===== config.mk =====
export PLATFORM = sky130hd
export DESIGN_NAME = regfile_write_scheduler
export DESIGN_NICKNAME = d
export VERILOG_FILES = /design/src/rtl/regfile_pkg.sv /design/src/rtl/rr_arbiter.sv /design/src/rtl/regfile_write_scheduler.sv
export SDC_FILE = /design/constraint.sdc
export NUM_CORES = 1
export LEC_CHECK = 0
export ABC_AREA = 1
export BUFFER_PORTS_ARGS = -buffer_cell sky130_fd_sc_hd__buf_4
export CAP_MARGIN = 10
export CORE_MARGIN = 1.5
export CORE_UTILIZATION = 38
export CTS_CLUSTER_SIZE = 28
export DETAILED_ROUTE_END_ITERATION = 7
export HOLD_SLACK_MARGIN = 0.06
export PLACE_DENSITY = 0.84
export RECOVER_POWER = 50
export SLEW_MARGIN = 15
export SYNTH_ARGS = -nofsm -noshare
export SYNTH_HDL_FRONTEND = slang
export SYNTH_SLANG_ARGS = --single-unit
export TNS_END_PERCENT = 10

===== constraint.sdc =====
create_clock -name clk -period 1.9 [get_ports clk]
set_input_delay 0.095 -clock clk [delete_from_list [all_inputs] [get_ports clk]]
set_output_delay 0.095 -clock clk [all_outputs]
set_load 0.02 [all_outputs]

===== src/rtl/regfile_pkg.sv =====
// Shared types and default sizes for the register-file write path.
// Imported by the write scheduler and its testbench.
package regfile_pkg;

  typedef enum logic {INIT, RUN} state_e;

  localparam int DefaultRegisterWidth = 32;
  localparam int DefaultNRegisters    = 32;
  localparam int DropCountWidth       = 8;

endpackage


===== src/rtl/rr_arbiter.sv =====
// Combinational round-robin arbiter: first valid requester at or after rrPtr wins.
// Zero latency; grant is only ever given to a requester whose valid is high.
module rr_arbiter #(
  parameter  int N    = 3,
  localparam int IdxW = (N > 1) ? $clog2(N) : 1
) (
  input  logic [N-1:0]    reqValid,
  input  logic [IdxW-1:0] rrPtr,
  output logic [N-1:0]    grant,
  output logic [IdxW-1:0] grantIdx,
  output logic            grantVld
);

  int idx;

  always_comb begin
    grant    = '0;
    grantIdx = '0;
    grantVld = 1'b0;
    idx      = 0;
    for (int k = 0; k < N; k++) begin
      idx = (int'(rrPtr) + k) % N;
      if (!grantVld && reqValid[idx]) begin
        grantVld    = 1'b1;
        grant[idx]  = 1'b1;
        grantIdx    = IdxW'(idx);
      end
    end
  end

endmodule


===== src/rtl/regfile_write_scheduler.sv =====
// Owns the register-file write port: zeroes r1..rN-1 after reset, then shares the
// port round-robin between writeback sources with a zero-latency combinational grant.
module regfile_write_scheduler
  import regfile_pkg::*;
#(
  parameter  int RegisterWidth = DefaultRegisterWidth,
  parameter  int NRegisters    = DefaultNRegisters,
  parameter  int NRequesters   = 3,
  localparam int AddrWidth     = $clog2(NRegisters),
  localparam int IdxW          = (NRequesters > 1) ? $clog2(NRequesters) : 1
) (
  input  logic                                       clk,
  input  logic                                       reset,
  input  logic [NRequesters-1:0]                     reqValid,
  input  logic [NRequesters-1:0][AddrWidth-1:0]      reqAddr,
  input  logic [NRequesters-1:0][RegisterWidth-1:0]  reqData,
  output logic [NRequesters-1:0]                     reqReady,
  output logic                                       wEn,
  output logic [AddrWidth-1:0]                       wAddr,
  output logic [RegisterWidth-1:0]                   wData,
  output logic                                       initDone,
  output logic [DropCountWidth-1:0]                  dropCount
);

  state_e                    state_q;
  logic [AddrWidth-1:0]      initPtr_q;
  logic [IdxW-1:0]           rrPtr_q, rrPtr_d;
  logic [DropCountWidth-1:0] dropCount_q;

  logic [NRequesters-1:0]    grant;
  logic [IdxW-1:0]           gIdx;
  logic                      gVld;
  logic [AddrWidth-1:0]      selAddr;
  logic [RegisterWidth-1:0]  selData;
  logic                      addrOk;
  logic                      handshake;

  rr_arbiter #(.N(NRequesters)) u_arb (
    .reqValid (reqValid),
    .rrPtr    (rrPtr_q),
    .grant    (grant),
    .grantIdx (gIdx),
    .grantVld (gVld)
  );

  always_comb begin
    selAddr   = reqAddr[gIdx];
    selData   = reqData[gIdx];
    addrOk    = (selAddr != '0) && ({1'b0, selAddr} < (AddrWidth+1)'(NRegisters));
    handshake = (state_q == RUN) && gVld;
    rrPtr_d   = (gIdx == IdxW'(NRequesters - 1)) ? '0 : gIdx + IdxW'(1);
  end

  // Outputs are gated by reset directly so they fall without waiting for a clock edge.
  always_comb begin
    reqReady = '0;
    wEn      = 1'b0;
    wAddr    = '0;
    wData    = '0;
    initDone = 1'b0;
    if (reset) begin
      if (state_q == INIT) begin
        wEn   = 1'b1;
        wAddr = initPtr_q;
      end else begin
        initDone = 1'b1;
        reqReady = grant;
        wEn      = gVld && addrOk;
        if (gVld) begin
          wAddr = selAddr;
          wData = selData;
        end
      end
    end
  end

  always_ff @(posedge clk or negedge reset) begin
    if (!reset) begin
      state_q     <= INIT;
      initPtr_q   <= AddrWidth'(1);
      rrPtr_q     <= '0;
      dropCount_q <= '0;
    end else begin
      case (state_q)
        INIT: begin
          initPtr_q <= initPtr_q + AddrWidth'(1);
          if (initPtr_q == AddrWidth'(NRegisters - 1)) state_q <= RUN;
        end
        RUN: begin
          if (handshake) begin
            rrPtr_q <= rrPtr_d;
            if (!addrOk && dropCount_q != '1) dropCount_q <= dropCount_q + DropCountWidth'(1);
          end
        end
        default: state_q <= INIT;
      endcase
    end
  end

  assign dropCount = dropCount_q;

endmodule


==> qor.csv, run 1 <==
stage,metric,value,unit
global_route,GRT Util Overall,27.9,%
sta,RSZ-0062 raised after global routing,true,
route,Vias/cell,5.26,
clock_tree,"Clk pin slew, worst setup/hold paths",0.06,ns
clock_tree,clk buf depth,2,
global_route,initial antenna violation count,0,
run_status,status,"finished, violations left",
die,Top Ports,166,
die,Die X,81.2,µm
cells_and_area,Layout Nets,699,
logic_synthesis,Synth Register Bits,16,
placed_design,dpl ws,-0.420,ns
clock_tree,CTS Buf Count,3,
worst_setup_path,worst-path maximum fanout,20,
sta,Slew Limit Headroom,74.5,%
power,Static Leak,2.34,nW
logic_synthesis,Syn Area/Cell,6.12,µm²
clock_tree,H-tree lvl count,1,
sta,worst slew pin tran,0.382,ns
sta,fmax,396,MHz
route,DRT antenna net count,0,
route,DRT Wirelength,10.4,mm
clock_tree,CTS tree,done,
cells_and_area,number of antenna diodes,0,
route,DR pass1 iterations,4,
sta,Fin. Hold Viols,0,
die,Starting Density,39.3,%
logic_synthesis,synthesized cell area,2330,µm²
sta,Hold Slack,0.387,ns
logic_synthesis,distinct cell type count after synthesis,36,
sta,Tcrit/Tclk final,133,%
power,Worst VDD drop,0.00178,V
route,residual DRC count,0,
sta,Final WS setup,-0.628,ns
sta,Finish-stage setup viols,51,
power,final total power,10.9,mW
placed_design,Buffers on Ports,165,
die,Die Area,6600,µm²
power,Seq pwr share,4.1,%
worst_setup_path,worst path required time,1.80,ns
sta,"Slew Viols, Final",0,
clock_tree,clock tree sinks,16,
global_route,largest net degree at the start of global routing,41,
placed_design,post-placement cell count,633,
global_route,number of global-route vias before repair,3112,
power,internal power,4.94,mW
die,num rows,28,
placed_design,placed cell area,4280,µm²
cells_and_area,Post-Layout Cell Count,650,
sta,Setup TNS,-26.68,ns
logic_synthesis,Synth async-reset ratio,100,%
route,DR vias,3422,
logic_synthesis,Mapped Nets,503,
die,core area,5920,µm²
placed_design,gpl congestion,0.968,
cells_and_area,layout cells sized above 1,58.3,%
logic_synthesis,Post-synth top flop,dfrtp_1,
power,Pwr Density,2270,nW/µm²
worst_setup_path,crit path kind,reg -> out,
worst_setup_path,crit path launch type,flop,
run_status,failing checks,negative setup slack,
sta,final setup skew,0.00128,ns
power,power share of the clock group,2.8,%
logic_synthesis,Yosys Warn Count,0,
cells_and_area,synthesis-to-finish area growth,106,%
die,Die Ht,81.2,µm
sta,minimum clock period,2.53,ns
logic_synthesis,cells after synthesis,380,
worst_setup_path,Worst setup EP type,primary output,
power,switching power,5.91,mW
logic_synthesis,number of flops mapped to enable cells by yosys,0,
clock_tree,clk_lat worst skew,0.26,ns
global_route,GRT overflow,0,
cells_and_area,fill count,386,
power,Sw Ratio,54.5,%
logic_synthesis,"Seq/Total Area, Yosys",17.3,%
run,Max-cap violations,0,
global_route,global-route wire length before repair,14.5,mm
cells_and_area,fin area,4790,µm²
power,Comb power frac,93.1,%
route,Routed wire per std cell,16.1,µm
clock_tree,Root Driver,clkbuf_8,
cells_and_area,post-layout util,80.9,%
worst_setup_path,Worst EP arrival,2.43,ns
route,DR iter-0 viols,174,
placed_design,DP HPWL,7.67,mm
hold_path,worst hold path type,in -> async,
-- flip-flops by register name, summed over array words and instances (netlist names) --
register and flops:
state_q 1, initPtr_q 5, dropCount 8, rrPtr_q 2
-- cells in the final DEF, fill, tap and decap left out, types with 9 or more instances in the layout --
cell / synthesis / layout
a21oi_2: 0 / 11
o21ai_1: 0 / 22
nand2_1: 83 / 75
nand4_1: 13 / 13
nand2_2: 14 / 18
buf_4: 1 / 179
dfrtp_1: 15 / 13
a21oi_4: 1 / 34
nand3_2: 7 / 9
inv_1: 53 / 50
nand3_1: 16 / 13
buf_6: 0 / 19
a21oi_1: 66 / 22
o21ai_2: 0 / 14
-- synth_stat cells (5+ instances only) --
cell type	number	share of area, %
nand2_2	14	3.8
clkbuf_1	5	0.81
a21oi_1	66	14
nand3_2	7	3.0
inv_2	7	1.1
nor2_1	5	0.81
o21ai_0	40	8.6
dfrtp_1	15	16
nand2_1	83	13
buf_2	13	2.8
inv_1	53	8.6
nand3_1	16	3.4
xor2_1	7	2.6
nand4_1	13	3.5
ha_1	7	3.8
nand2_4	5	2.4
-- cell families after synthesis --
| kind of cell | share of synthesized area [%] |
|---|---|
| and+or+nand+nor | 36.7 |
| AOI/OAI and AO/OA | 24.7 |
| buffers and inverters | 14.5 |
| DFF | 17.3 |
| xor gates and xnor gates | 3.01 |
| adders and majority gates | 3.77 |
-- worst max-delay path, cell delays in order, from the launching register on --
cell and delay, ns:
dfrtp_2 0.44, inv_2 0.10, ha_4 0.16, inv_4 0.05, nand2_4 0.06, nand3_2 0.09, nand2_4 0.16, nand3_1 0.12
nand2_2 0.12, nand2_8 0.11, buf_16 0.18, a21oi_1 0.14, o21ai_1 0.13, a21oi_4 0.13, buf_4 0.16
-- layout make-up --
class                      count  area, µm²  share of cell area (%)
tap                           75       93.8                    1.96
multi-input combinational    282       2180                    45.6
sequential                    16        404                    8.44
timing repair buffer         210       1800                    37.5
clock buffer                   4       55.1                    1.15
inverter                      63        254                    5.30
-- metal layers --
metal  track usage, %  part of all wire, %  vias to the layer above
li1                 -                    -                     1651
met1             31.2                   37                     1607
met2             52.3                   52                      139
met3             4.61                  7.2                       25
met4             10.5                  3.3                        0
met5                0                    0                        -
-- power by group through the flow --
stage	clock (mW)	sequential [mW]	combinational, mW
CTS	0.309	0.438	9.13
floorplan	0	0.454	5.75
global placement	0	0.437	8.05
detailed placement	0	0.442	8.24
global route	0.327	0.446	10.7
finish	0.309	0.441	10.1
-- path summary, 6_finish.rpt --
path | slack, ns | depth (start not counted) | endpoint | startpoint
worst max-delay path | -0.63 | 14 | wData[8] | rrPtr_q[1]
worst max register to register | -0.51 | 18 | dropCount[4] | rrPtr_q[1]
worst min register to register | 0.53 | 1 | initPtr_q[0] | initPtr_q[0]
max in group asynchronous | 1.24 | 3 | initPtr_q[0] | reset
worst min-delay path | 0.39 | 3 | dropCount[3] | reset
min in group clk | 0.43 | 8 | dropCount[6] | reqAddr[10]
-- repair_timing --
item                                    CTS  global route
endpoints found under the setup margin   51            51
hold buffers                              1             0
buffers inserted                          7             3
gates resized for setup                  70            34
hold endpoints to repair                 15             0
pin swaps                                14             5
gates cloned                              0             2
Power figures use the tool's default switching activity.
==> run 2: changes to the inputs <==
ABC_AREA = default   (was 1)
CORE_UTILIZATION = 37   (was 38)
==> run 2 against run 1 <==
  * The flow still finishes with violations (negative setup slack)
  * Setup slack lost 0.34 ns
  * Global-route usage grew 2.1 points
  * Synthesized cell count shrank 27%
  * Critical endpoint is now dropCount[1]
  * Sequential power shrank 3%
  * Combinational power shrank 32%
  * Wire length grew 0.32%
==> qor.csv, run 2 <==
stage,metric,value,unit
worst_setup_path,crit path kind,reg -> reg,
power,power share of the clock group,4.0,%
logic_synthesis,synthesized cell area,2190,µm²
run_status,failing checks,negative setup slack,
logic_synthesis,mux cell area share after synthesis,18.9,%
logic_synthesis,Synth area leader,mux2i_1,
die,Die Area,6400,µm²
worst_setup_path,"Max stage delay cell, worst path",dfrtp_1,
sta,worst slew pin tran,1.26,ns
global_route,number of global-route vias before repair,3043,
logic_synthesis,Mapped Nets,401,
logic_synthesis,"count leader, synth",nor2_1,
run,Max-cap violations,0,
cells_and_area,max reg flops,8,
route,DRT antenna net count,0,
route,Routed wire per std cell,18.7,µm
worst_setup_path,cell depth of the worst setup path,11,
clock_tree,clock tree sinks,16,
logic_synthesis,Yosys Warn Count,0,
worst_setup_path,Worst Setup SP,rrPtr_q[0],
die,core area,5610,µm²
worst_setup_path,R2R Path End,dropCount[1],
logic_synthesis,Simple-Gate Fraction of Synth Area,21.4,%
die,num rows,27,
sta,final setup skew,0.00481,ns
cells_and_area,number of antenna diodes,0,
logic_synthesis,main combinational cell family by area after synthesis,compound AO/OA/AOI/OAI gates,
placed_design,gpl congestion,0.931,
logic_synthesis,distinct cell type count after synthesis,49,
route,DRT Wirelength,10.5,mm
power,final total power,7.64,mW
cells_and_area,register area,403,µm²
worst_setup_path,"CP delay by family, top",compound AO/OA/AOI/OAI gates,
logic_synthesis,post-synthesis xor/xnor area fraction,4.00,%
sta,minimum clock period,2.86,ns
sta,"Slew Viols, Final",0,
clock_tree,clk_lat worst skew,0.25,ns
sta,Final WS setup,-0.965,ns
cells_and_area,synthesis-to-finish area growth,104,%
logic_synthesis,largest cells by area after synthesis,"mux2i_1, dfrtp_1, a211oi_1",
worst_setup_path,worst reg-to-reg path cell count,11,
global_route,GR Util met2,54.6,%
placed_design,post-placement cell count,543,
worst_setup_path,worst path required time,2.04,ns
logic_synthesis,Syn Area/Cell,7.89,µm²
placed_design,DP HPWL,7.48,mm
route,residual DRC count,0,
logic_synthesis,"Seq/Total Area, Yosys",18.3,%
logic_synthesis,Post-Synth Adder-Cell Area,4.00,%
cells_and_area,layout cells sized above 1,64.9,%
die,Die Ht,80.0,µm
hold_path,worst hold path type,in -> reg,
worst_setup_path,Worst EP arrival,3.00,ns
route,Vias/cell,5.66,
global_route,initial antenna violation count,0,
power,Worst VDD drop,0.00128,V
clock_tree,"Clk pin slew, worst setup/hold paths",0.06,ns
global_route,GRT Util Overall,30.1,%
logic_synthesis,number of flops mapped to enable cells by yosys,0,
cells_and_area,Layout Nets,611,
worst_setup_path,worst stage delay on the critical path,0.39,ns
route,DR vias,3163,
sta,Fin. Hold Viols,0,
cells_and_area,"commonest non-fill, non-tap cells in the layout","buf_4, nor2_1, a211oi_2, mux2i_1, dfrtp_1",
global_route,global-route wire length before repair,15.1,mm
power,Static Leak,2.13,nW
logic_synthesis,Post-synth top cells,"nor2_1, mux2i_1, a211oi_1, dfrtp_1, nand2_1",
worst_setup_path,r2r startpoint,rrPtr_q[0],
die,Starting Density,39.1,%
logic_synthesis,Synth Register Bits,16,
route,DR pass1 iterations,5,
clock_tree,Root Driver,clkbuf_8,
global_route,Top Usage Layer GRT,met2,
global_route,GRT overflow,0,
clock_tree,CTS Buf Count,3,
worst_setup_path,Crit path buffers/inverters,2,
sta,Slew Limit Headroom,16.1,%
logic_synthesis,Post-synth top flop,dfrtp_1,
power,switching power,3.74,mW
logic_synthesis,Synth async-reset ratio,100,%
die,Die X,80.0,µm
worst_setup_path,Worst setup EP type,flop,
sta,Setup TNS,-41.58,ns
logic_synthesis,cells after synthesis,278,
cells_and_area,fill count,375,
global_route,M3 GR Usage,7.09,%
cells_and_area,post-layout util,79.6,%
global_route,GR Util met1,33.8,%
worst_setup_path,"Top cell by count, worst path",buf_4,
worst_setup_path,R2R setup slack,-0.96,ns
worst_setup_path,crit path cell chain,buf_4 > ha_1 > nand3b_2 > o21ai_2 > o2bb2ai_2 > a221o_1 > o22a_1 > nor4_4 > buf_4 > nand2_4 > mux2_4,
logic_synthesis,Synth top area share,17.4,%
power,Comb power frac,90.4,%
cells_and_area,Post-Layout Cell Count,559,
sta,Finish-stage setup viols,52,
worst_setup_path,worst-path maximum fanout,5,
logic_synthesis,compound-cell area share of the yosys netlist,27.3,%
cells_and_area,"commonest non-fill, non-tap cell in the layout",buf_4,
clock_tree,H-tree lvl count,1,
power,Sw Ratio,48.9,%
power,internal power,3.91,mW
worst_setup_path,crit path launch type,flop,
route,DR iter-0 viols,183,
run_status,status,"finished, violations left",
global_route,largest net degree at the start of global routing,40,
worst_setup_path,Critical Path End,dropCount[1],
power,Seq pwr share,5.6,%
power,Pwr Density,1710,nW/µm²
sta,Tcrit/Tclk final,151,%
sta,fmax,349,MHz
cells_and_area,area occupied by multi-input gates,2060,µm²
die,Top Ports,166,
clock_tree,CTS tree,done,
placed_design,Buffers on Ports,165,
clock_tree,clk buf depth,2,
sta,RSZ-0062 raised after global routing,true,
run 2: how the worst min path moves through the flow:
stage	start	depth (start not counted)	slack [ns]	endpoint
2_1_floorplan	reset	0	-0.20	dropCount[0]
3_3_place_gp	reset	1	-0.01	dropCount[1]
3_5_place_dp	reset	1	-0.01	dropCount[3]
4_1_cts	reset	2	0.27	dropCount[4]
5_1_grt	reqAddr[13]	6	0.52	dropCount[1]
6_report	reqAddr[13]	6	0.48	dropCount[1]
run 2: power groups by stage:
stage	registers, mW	logic, mW	clock network, mW
2_1_floorplan	0.442	3.45	0
3_3_place_gp	0.426	5.61	0
3_5_place_dp	0.429	5.71	0
4_1_cts	0.423	6.50	0.308
5_1_grt	0.431	7.27	0.323
6_report	0.426	6.91	0.307
run 2: metal layers:
metal | wire, µm | share of wire (%)
met5 | 0 | 0
met4 | 361 | 3.4
met3 | 917 | 8.7
met1 | 3740 | 36
met2 | 5460 | 52
run 2: kinds of logic after synthesis:
group | Yosys count
and+or+nand+nor | 94
AOI/OAI and AO/OA | 81
muxes | 41
buffers and inverters | 29
DFF | 16
xor gates and xnor gates | 10
adders and majority gates | 7
run 2: metrics by stage:
step | hold WS [ns] | worst slack (ns) | area (µm²)
after global placement | -0.0149 | -0.852 | 3990
final | 0.480 | -0.965 | 4460
after floorplan | -0.201 | -0.747 | 2370
after detailed placement | -0.0139 | -0.865 | 3990
after global routing | 0.517 | -1.06 | 4460
after CTS | 0.272 | -0.951 | 4350
run 2: area by class of cell:
| type | instances | share of cell area (%) |
|---|---|---|
| Clock buffer | 4 | 1.23 |
| Sequential cell | 16 | 9.03 |
| Timing Repair Buffer | 225 | 40.8 |
| Multi-Input combinational cell | 233 | 46.1 |
| Tap cell | 72 | 2.02 |
| Inverter | 9 | 0.757 |
run 2: tightest hold or removal path, stage by stage:
cell and delay, ns:
buf_4 0.08, mux2i_1 0.06, o31ai_2 0.11, nor2_1 0.11, nand2_4 0.10, mux2_4 0.15
run 2: timing repair:
item / CTS / global route
setup buffers: 8 / 2
pin swaps: 20 / 5
gates resized for setup: 46 / 25
hold buffers: 1 / 0
cloned: 2 / 0
endpoints found under the hold margin: 16 / 0
endpoints found under the setup margin: 51 / 51
==> run 3: changes to the inputs <==
CORE_UTILIZATION = 41   (was 37)
PLACE_DENSITY = 0.88   (was 0.84)
SYNTH_HIERARCHICAL = 1   (was default)
clock period = 3.1 ns   (was 1.9 ns; I/O delays follow)
==> run 3 against run 2 <==
  * The run now ends clean
  * Global-route usage shrank 1.8 points
  * Worst hold slack gained 0.027 ns
  * Clock skew rose by 0.0057 ns
  * First-iteration DRC count is 31% lower
  * Register-to-register slack improved by 0.98 ns
  * Combinational power decreased by 56%
  * Critical endpoint is now dropCount[4]
  * Largest cell class unchanged
==> qor.csv, run 3 <==
stage,metric,value,unit
clock_tree,H-tree lvl count,1,
worst_setup_path,crit path launch type,flop,
worst_setup_path,worst stage delay on the critical path,0.41,ns
logic_synthesis,Synth Register Bits,16,
worst_setup_path,worst-path maximum fanout,7,
placed_design,placed cell area,3660,µm²
die,core area,5140,µm²
clock_tree,"Clk pin slew, worst setup/hold paths",0.07,ns
global_route,GRT overflow,0,
worst_setup_path,Crit path buffers/inverters,3,
run,Max-cap violations,0,
power,internal power,1.68,mW
route,DR iter-0 viols,126,
sta,worst slew pin tran,1.20,ns
route,Vias/cell,5.49,
die,Die X,76.4,µm
logic_synthesis,synthesized cell area,2210,µm²
power,power share of the clock group,4.8,%
route,DR vias,3019,
logic_synthesis,cells after synthesis,298,
sta,Tcrit/Tclk final,99.4,%
logic_synthesis,Syn Area/Cell,7.41,µm²
sta,fmax,325,MHz
logic_synthesis,"Seq/Total Area, Yosys",18.2,%
route,DRT antenna net count,0,
clock_tree,clk_lat worst skew,0.26,ns
die,Starting Density,43.0,%
cells_and_area,Layout Nets,604,
power,Seq pwr share,7.7,%
sta,"Slew Viols, Final",0,
power,Worst VDD drop,0.000570,V
placed_design,Buffers on Ports,165,
worst_setup_path,worst path required time,3.28,ns
global_route,GRT Util Overall,28.3,%
placed_design,post-placement cell count,539,
route,residual DRC count,0,
logic_synthesis,number of flops mapped to enable cells by yosys,0,
route,DRT Wirelength,8.70,mm
logic_synthesis,Yosys Warn Count,6,
global_route,initial antenna violation count,0,
hold_path,Hold Path Stages,6,
clock_tree,clk buf depth,2,
worst_setup_path,Worst setup EP type,flop,
power,Static Leak,1.90,nW
cells_and_area,fill count,376,
cells_and_area,number of antenna diodes,0,
power,switching power,1.76,mW
route,DR pass1 iterations,5,
logic_synthesis,Synth top area share,17.7,%
sta,Slew Limit Headroom,19.8,%
worst_setup_path,Worst EP arrival,3.26,ns
global_route,number of global-route vias before repair,2908,
route,Routed wire per std cell,15.8,µm
clock_tree,Root Driver,clkbuf_8,
cells_and_area,max reg flops,8,
logic_synthesis,Mapped Nets,421,
run_status,status,"complete, no violations",
clock_tree,clock tree sinks,16,
cells_and_area,layout cells sized above 1,46.9,%
sta,Finish-stage setup viols,0,
cells_and_area,fin area,3860,µm²
worst_setup_path,crit path kind,reg -> reg,
logic_synthesis,"count leader, synth",nor2_1,
sta,Hold Slack,0.507,ns
cells_and_area,synthesis-to-finish area growth,74.8,%
cells_and_area,"commonest non-fill, non-tap cells in the layout","buf_4, nor2_1, a21oi_1, mux2i_1, dfrtp_1",
sta,RSZ-0062 raised after global routing,true,
sta,Fin. Hold Viols,0,
worst_setup_path,"CP delay by family, top",multiplexers,
worst_setup_path,crit path cell chain,buf_4 > ha_4 > mux2i_4 > mux2i_4 > mux2i_2 > nor2_4 > mux2i_1 > o2bb2ai_1 > or3_4 > buf_6 > buf_4 > nor4_4 > xor2_1,
hold_path,worst hold path type,in -> reg,
worst_setup_path,worst reg-to-reg path cell count,13,
die,num rows,26,
die,Die Area,5840,µm²
logic_synthesis,Post-synth top flop,dfrtp_1,
cells_and_area,Post-Layout Cell Count,550,
cells_and_area,post-layout util,75.1,%
die,Top Ports,166,
logic_synthesis,Synth async-reset ratio,100,%
logic_synthesis,Synth area leader,mux2i_1,
global_route,largest net degree at the start of global routing,33,
global_route,global-route wire length before repair,13.4,mm
sta,final setup skew,0.0105,ns
power,Pwr Density,892,nW/µm²
logic_synthesis,distinct cell type count after synthesis,48,
worst_setup_path,cell depth of the worst setup path,13,
worst_setup_path,"Max stage delay cell, worst path",dfrtp_1,
placed_design,DP HPWL,6.65,mm
die,Die Ht,76.4,µm
power,Comb power frac,87.4,%
power,Sw Ratio,51.1,%
logic_synthesis,largest cells by area after synthesis,"mux2i_1, dfrtp_1, nor2_1",
sta,minimum clock period,3.08,ns
clock_tree,CTS tree,done,
logic_synthesis,Post-synth top cells,"nor2_1, a21oi_1, mux2i_1, dfrtp_1, nand2_1",
placed_design,gpl congestion,0.955,
clock_tree,CTS Buf Count,3,
cells_and_area,"commonest non-fill, non-tap cell in the layout",buf_4,
[run 3: changes by cell type after synthesis, sizes merged, moves of 5 or more]
cell | before | now
nor2 | 42 | 69
a21oi | 8 | 43
o21ai | 15 | 2
nand3 | 13 | 7
a211oi | 33 | 1
xnor2 | 10 | 3
xor2 | 0 | 5
[run 3: what timing repair did]
item / in CTS / in global routing
pin swaps: 2 / 12
endpoints found under the hold margin: 16 / 0
gates cloned: 0 / 0
buffers inserted: 5 / 1
resized for setup: 8 / 20
setup endpoints to repair: 11 / 17
hold buffers: 1 / 0
[run 3: stage by stage]
step,TNS [ns],power [mW],setup WS (ns)
after floorplan,0,1.98,0.00698
after global placement,0,2.92,0.0265
after detailed placement,-0.553,2.99,-0.127
after CTS,0,3.27,0.0188
after global routing,-0.468,3.67,-0.0830
final,0,3.44,0.0197
[run 3: layout make-up]
class	instances	area, µm²	area share (%)
well taps	70	87.6	2.27
clock buffers	4	45.0	1.17
repair buffers	200	1500	38.8
inverters	8	30.0	0.778
flip-flops and latches	16	402	10.4
multi-input cells	252	1800	46.6
[run 3: metal layers]
layer,share of wire (%),GRT usage (%),wire (µm)
met1,38,33.3,3320
met3,6.5,5.39,566
met2,53,50.4,4620
met4,2.2,10.9,193
met5,0,0,0
[run 3: kinds of logic after synthesis]
logic type / synth area share (%)
buf+inv: 6.80
compound gates: 17.9
simple gates: 28.2
xor+xnor: 3.17
flops: 18.2
mux: 21.8
fa+ha+maj: 3.97
[run 3: worst register-to-register path, cell delays in order, from the launching register on]
cell and delay (ns):
dfrtp_1 0.41, buf_4 0.16, ha_4 0.18, mux2i_4 0.19, mux2i_4 0.21, mux2i_2 0.31, nor2_4 0.11, mux2i_1 0.17
o2bb2ai_1 0.09, or3_4 0.41, buf_6 0.14, buf_4 0.17, nor4_4 0.28, xor2_1 0.19
[run 3: power groups by stage]
| stage | Clock (mW) | Combinational, mW | Sequential (mW) |
|---|---|---|---|
| global route | 0.176 | 3.22 | 0.271 |
| detailed placement | 0 | 2.71 | 0.273 |
| floorplan | 0 | 1.69 | 0.287 |
| CTS | 0.168 | 2.84 | 0.266 |
| finish | 0.166 | 3.01 | 0.267 |
| global placement | 0 | 2.65 | 0.271 |
[run 3: path summary, 6_finish.rpt]
kind	start	to	slack [ns]
setup / recovery	rrPtr_q[0]	dropCount[4]	0.02
hold / removal	reqAddr[7]	dropCount[4]	0.51
setup reg to reg	rrPtr_q[0]	dropCount[4]	0.02
hold reg to reg	initPtr_q[0]	initPtr_q[0]	0.51
max in group asynchronous	reset	rrPtr_q[1]	1.71
min in group asynchronous	reset	dropCount[0]	0.67
